### config.mk
export PLATFORM = sky130hd
export DESIGN_NAME = data_mem_loader
export DESIGN_NICKNAME = d
export VERILOG_FILES = /design/src/rtl/mips_pkg.sv /design/src/rtl/data_mem_loader_byte_packer.sv /design/src/rtl/data_mem_loader.sv
export SDC_FILE = /design/constraint.sdc
export NUM_CORES = 1
export LEC_CHECK = 0
export CAP_MARGIN = 20
export CORE_UTILIZATION = 50
export DETAILED_ROUTE_END_ITERATION = 6
export GPL_ROUTABILITY_DRIVEN = 0
export PLACE_DENSITY = 0.77
export SLEW_MARGIN = 25
export SYNTH_ARGS = -nofsm -noshare
export SYNTH_HDL_FRONTEND = slang
export SYNTH_SLANG_ARGS = --single-unit
### constraint.sdc
create_clock -name clk -period 6.3 [get_ports clk]
set_clock_uncertainty 0.05 [all_clocks]
set_input_delay 1.26 -clock clk [delete_from_list [all_inputs] [get_ports clk]]
set_output_delay 1.26 -clock clk [all_outputs]
set_load 0.01 [all_outputs]
### src/rtl/mips_pkg.sv
// Shared constants and loader state encoding for the data-memory loader slice.
package mips_pkg;

    localparam int unsigned MEM_DEPTH = 256;
    localparam int unsigned ADDR_W    = 8;
    localparam int unsigned DATA_W    = 32;

    typedef enum logic [1:0] {
        IDLE    = 2'd0,
        COLLECT = 2'd1,
        WRITE   = 2'd2,
        DONE    = 2'd3
    } loader_state_t;

endpackage

### src/rtl/data_mem_loader_byte_packer.sv
// Little-endian byte-to-word assembler: byte k of a word lands in bits [8k+7:8k].
module byte_packer #(
    parameter int unsigned DATA_W = mips_pkg::DATA_W
) (
    input  logic              clk,
    input  logic              rst_n,
    input  logic              clear,
    input  logic              accept,
    input  logic [7:0]        byte_data,
    output logic [DATA_W-1:0] word_next_c,
    output logic              last_c
);
    localparam int unsigned NBYTES = DATA_W / 8;
    localparam int unsigned IDX_W  = (NBYTES > 1) ? $clog2(NBYTES) : 1;

    logic [IDX_W-1:0]  byte_idx;
    logic [DATA_W-1:0] word_q;

    // Word as it stands once the byte on byte_data is inserted.
    always_comb begin
        word_next_c = word_q;
        word_next_c[{byte_idx, 3'b000} +: 8] = byte_data;
    end

    assign last_c = (byte_idx == IDX_W'(NBYTES - 1));

    always_ff @(posedge clk or negedge rst_n) begin
        if (!rst_n) begin
            byte_idx <= '0;
            word_q   <= '0;
        end else if (clear) begin
            byte_idx <= '0;
            word_q   <= '0;
        end else if (accept) begin
            word_q   <= word_next_c;
            byte_idx <= last_c ? '0 : byte_idx + IDX_W'(1);
        end
    end

endmodule

### src/rtl/data_mem_loader.sv
// Streams bytes into data memory as little-endian words, holding the CPU off memory while busy.
module data_mem_loader #(
    parameter int unsigned ADDR_W = mips_pkg::ADDR_W,
    parameter int unsigned DATA_W = mips_pkg::DATA_W
) (
    input  logic              clk,
    input  logic              data_reset_n,
    input  logic              start,
    input  logic [ADDR_W-1:0] base_addr,
    input  logic [ADDR_W:0]   word_count,
    input  logic              abort,
    input  logic              byte_valid,
    input  logic [7:0]        byte_data,
    output logic              byte_ready,
    output logic              load_memory,
    output logic [ADDR_W-1:0] mem_addr_select,
    output logic [DATA_W-1:0] data_mem_input,
    output logic              busy,
    output logic              done,
    output logic [ADDR_W:0]   words_written
);
    import mips_pkg::*;

    loader_state_t     state;
    logic [ADDR_W-1:0] addr;
    logic [ADDR_W:0]   target;
    logic [ADDR_W:0]   ww_next_c;
    logic [DATA_W-1:0] word_next_c;
    logic              last_c;
    logic              accept_c;
    logic              clear_c;

    // Abort gates the handshake and the strobe in the same cycle it is seen.
    assign byte_ready  = (state == COLLECT) && !abort;
    assign load_memory = (state == WRITE) && !abort;
    assign busy        = (state != IDLE);
    assign accept_c    = byte_valid && byte_ready;
    assign ww_next_c   = words_written + (ADDR_W + 1)'(1);
    assign clear_c     = ((state == IDLE) && start)
                       || (abort && ((state == COLLECT) || (state == WRITE)));

    byte_packer #(.DATA_W(DATA_W)) u_packer (
        .clk         (clk),
        .rst_n       (data_reset_n),
        .clear       (clear_c),
        .accept      (accept_c),
        .byte_data   (byte_data),
        .word_next_c (word_next_c),
        .last_c      (last_c)
    );

    always_ff @(posedge clk or negedge data_reset_n) begin
        if (!data_reset_n) begin
            state           <= IDLE;
            addr            <= '0;
            target          <= '0;
            mem_addr_select <= '0;
            data_mem_input  <= '0;
            done            <= 1'b0;
            words_written   <= '0;
        end else begin
            done <= 1'b0;
            case (state)
                IDLE: begin
                    if (start) begin
                        target        <= word_count;
                        words_written <= '0;
                        addr          <= base_addr;
                        state         <= (word_count == '0) ? DONE : COLLECT;
                    end
                end
                COLLECT: begin
                    if (abort) begin
                        state <= IDLE;
                    end else if (accept_c && last_c) begin
                        mem_addr_select <= addr;
                        data_mem_input  <= word_next_c;
                        state           <= WRITE;
                    end
                end
                WRITE: begin
                    if (abort) begin
                        state <= IDLE;
                    end else begin
                        words_written <= ww_next_c;
                        addr          <= addr + ADDR_W'(1);
                        state         <= (ww_next_c == target) ? DONE : COLLECT;
                    end
                end
                DONE: begin
                    done  <= 1'b1;
                    state <= IDLE;
                end
                default: state <= IDLE;
            endcase
        end
    end

endmodule

==> PnR_summary.wiki <==
{| class="wikitable"
! Metric !! Value
|-
| Outcome || complete, no violations
|-
| Total wire length after detailed routing || between 10000 and 15000 um
|-
| Final antenna-violating net count || 0
|-
| Setup TNS Final || 0 ps
|-
| Synth async-reset ratio || 100.0%
|-
| Number of flops mapped to enable cells by yosys || 0
|-
| Total I/O pin count || 83
|-
| Number of setup buffers added after CTS || 0
|-
| Start point of the critical path || abort
|-
| Global-route met3 utilization || 3.010%
|-
| Hold buffer count at CTS || 0
|-
| Final worst slack || 2105 ps
|-
| Final Max Slew Viols || 0
|-
| Routing layer with the top usage in global route || met2
|-
| Overflow left after global routing || 0
|-
| Wire length per cell || 16.06 um
|-
| Peak ir drop on the vdd network || 0.3058 mV
|-
| FP Rows || 36
|-
| Number of CTS-inserted buffers || 9
|-
| Relative slew slack || 46.79%
|-
| # DRC || 0
|-
| Largest area contributor in the synthesized netlist || dfrtp_1
|-
| Met2 Resource Use GR || 35.62%
|-
| Die boundary width || ~100 um
|-
| Yosys warns || 0
|-
| Min-Delay Startpoint || data_mem_input[31]$_DFFE_PN0P_
|-
| Worst reg2reg startpoint || state[0]$_DFFE_PN0P_
|-
| Classification of the worst setup path || input pin to output port
|-
| Via count normalized by instance count || 5.589
|-
| Reported leakage power || 2.618 nW
|-
| Detailed-placement wirelength estimate || 7677 um
|-
| Root buffer cell || clkbuf_8
|-
| Clock latency on the worst-skew pair || between 300 and 400 ps
|-
| Antenna fix cells || 0
|-
| Final hold violation count || 0
|-
| Max Cap Violations || 0
|-
| Clock edge transition at the registers on the reported setup and hold paths || 100 ps
|-
| RSZ-0062 raised after global routing || false
|-
| Final Cell Area || around 6100 sq um
|-
| # clock sinks || 103
|-
| Starting Density || a little over 50%
|-
| Height of the die || about 100 um
|-
| Largest fanout on the critical path || 8
|-
| Achievable frequency || ~0.24 GHz
|-
| Worst path required time || 4990 ps
|-
| Layout Nets || 587
|-
| Crit path arrival time || 2890 ps
|-
| Number of placed instances with taps included || between 600 and 700
|-
| Global routing usage summed across all routing layers || 22.17%
|-
| Number of instances in the synthesized netlist || slightly below 500
|-
| Worst slack, placed || ~2100 ps
|-
| Kind of path behind the tightest hold check || flop to flop
|-
| TritonCTS clock tree || yes
|-
| Maximum number of pins on one net before global-route repair || 87
|-
| Primary FF master, synth || dfrtp_1
|-
| Vias || 3817
|-
| Count of endpoints failing setup in the final report || 0
|-
| Number of distinct library cell variants in the gate-level netlist after synthesis || 53
|-
| First-pass GRT wire length || 17860 um
|-
| PostCTS Resize Cnt || 0
|-
| DIE AREA || 10420 sq um
|-
| Fraction of final layout cells with drive strength greater than 1 || 9.636%
|-
| Number of buffers between clock root and the deepest sink || 2
|-
| Total placed instance area || about 6000 sq um
|-
| Top cells by area, synth || dfrtp_1, a22o_1, o21ai_0, a21oi_1, nor2b_1
|-
| Post-synth top area share || between 50% and 60%
|-
| Synthesized area per cell || 10.42 sq um
|-
| Worst Setup End Kind || output port
|-
| IO Port Bufs || between 80 and 90
|-
| Final worst path period share || between 60% and 70%
|-
| Pwr dens || ~320 nW/um^2
|-
| Count of fill cells added during filler insertion || roughly 840
|-
| Period minus WS final || 4195 ps
|-
| Antenna violations before repair || 0
|-
| Met1 track demand over resource || 30.86%
|-
| Depth of the CTS H-tree || 3
|-
| Count of placed standard cells in the final layout, fillers left out || just under 700
|-
| Slew @ Worst Pin || 798.1 ps
|-
| Post-synth net total || 523
|-
| 1st-iter DRT viols || between 100 and 150
|-
| Area of the placeable core || 9729 sq um
|-
| Post-synth design cell area || 5010 sq um
|-
| Sequential-to-total area share from yosys stat || between 50% and 60%
|-
| Setup crit start kind || input pin
|-
| Via count of the first global-routing pass || 3580
|-
| Area Growth Syn to Fin || 21.03%
|-
| Detailed-routing iteration count for the pre-antenna-repair pass || 4
|-
| Seq cells post-synth || 103
|}
[state kept, by name (all words and copies together), names as in the netlist]
signal             count
addr                   8
u_packer.word_q       32
done                   1
state                  2
u_packer.byte_idx      2
data_mem_input        32
mem_addr_select        8
target                 9
words_written          9
[critical path, stage by stage]
cell             delay (ps)
clkdlybuf4s50_1         490
nor2b_1                 480
clkdlybuf4s50_1         650
[cell usage in the layout, fill, tap and decap left out, types with 3 or more instances in the layout]
master and n:
inv_1 8, nand3_1 10, xor2_1 3, a22oi_1 3, nand4_1 4, xnor2_1 5
a22o_1 34, ha_1 12, and3_1 5, clkdlybuf4s50_1 81, a31oi_1 5, o21ai_4 4
a21oi_1 43, and4_1 4, dfrtp_1 103, nor2_1 12, clkbuf_8 9, o22ai_1 7
mux2i_1 3, o21ai_0 54, clkinv_2 3, mux2_2 17, nor2b_1 32, nand2_1 48
[worst paths after layout]
path | end | slack, ps | cells after the start
max in group asynchronous | addr[3]$_DFFE_PN0P_ | 4460 | 2
hold reg to reg | data_mem_input[31]$_DFFE_PN0P_ | 430 | 2
setup / recovery | load_memory | 2100 | 3
hold / removal | data_mem_input[31]$_DFFE_PN0P_ | 430 | 2
min in group asynchronous | data_mem_input[8]$_DFFE_PN0P_ | 690 | 1
setup reg to reg | words_written[5]$_DFFE_PN0P_ | 3850 | 5
[final cells by class]
class / instances / area (sq um) / area share (%)
clock buffers: 10 / 127.6 / 2.105
clock inverters: 6 / 61.31 / 1.011
inverters: 9 / 33.78 / 0.5572
multi-input cells: 338 / 2260 / 37.27
flip-flops and latches: 103 / 2577 / 42.51
well taps: 133 / 166.4 / 2.745
repair buffers: 84 / 837.1 / 13.81
[per-stage QoR]
step	hold WS, ps	total power, mW	util (%)
after floorplan	408.2	1.338	-
after global placement	411.1	1.518	60.29
after detailed placement	419.5	1.544	60.34
after CTS	441.0	1.944	62.28
after global routing	455.9	2.061	62.32
final	431.9	1.940	62.32
[report_power, final]
group          switching, mW  leakage (nW)  internal, mW  total [mW]
clock                  0.223        0.0960         0.183       0.406
sequential            0.0944          1.39         0.755       0.849
combinational          0.401          1.13         0.284       0.685
total                  0.718          2.62          1.22        1.94
[cells by family (layout without fill, tap and decap cells)]
| logic type | after synthesis | in the layout | synth area share (%) |
|---|---|---|---|
| buffers and inverters | 40 | 109 | 3.546 |
| AO/OA/AOI/OAI | 158 | 158 | 20.28 |
| multiplexers | 20 | 20 | 4.421 |
| XOR/XNOR | 8 | 8 | 1.399 |
| AND/OR/NAND/NOR | 140 | 140 | 15.91 |
| adder cells (fa/ha/maj) | 12 | 12 | 2.997 |
| flip-flops | 103 | 103 | 51.45 |
[routing by layer]
| metal | vias to the layer above | part of all wire (%) |
|---|---|---|
| li1 | 1851 | - |
| met1 | 1851 | 46 |
| met2 | 100 | 48 |
| met3 | 15 | 4.3 |
| met4 | 0 | 1.6 |
| met5 | - | 0 |
[Yosys cell counts (4+ instances only)]
cell type	count
dfrtp_1	103
o21ai_0	54
nand2_1	48
a21oi_1	43
a22o_1	34
nor2b_1	32
mux2_2	17
ha_1	12
nor2_1	12
buf_1	11
nand3_1	10
inv_1	8
buf_2	7
clkbuf_1	7
o22ai_1	7
a31oi_1	5
and3_1	5
xnor2_1	5
and4_1	4
nand4_1	4
o21ai_4	4
Power figures use the tool's default switching activity.
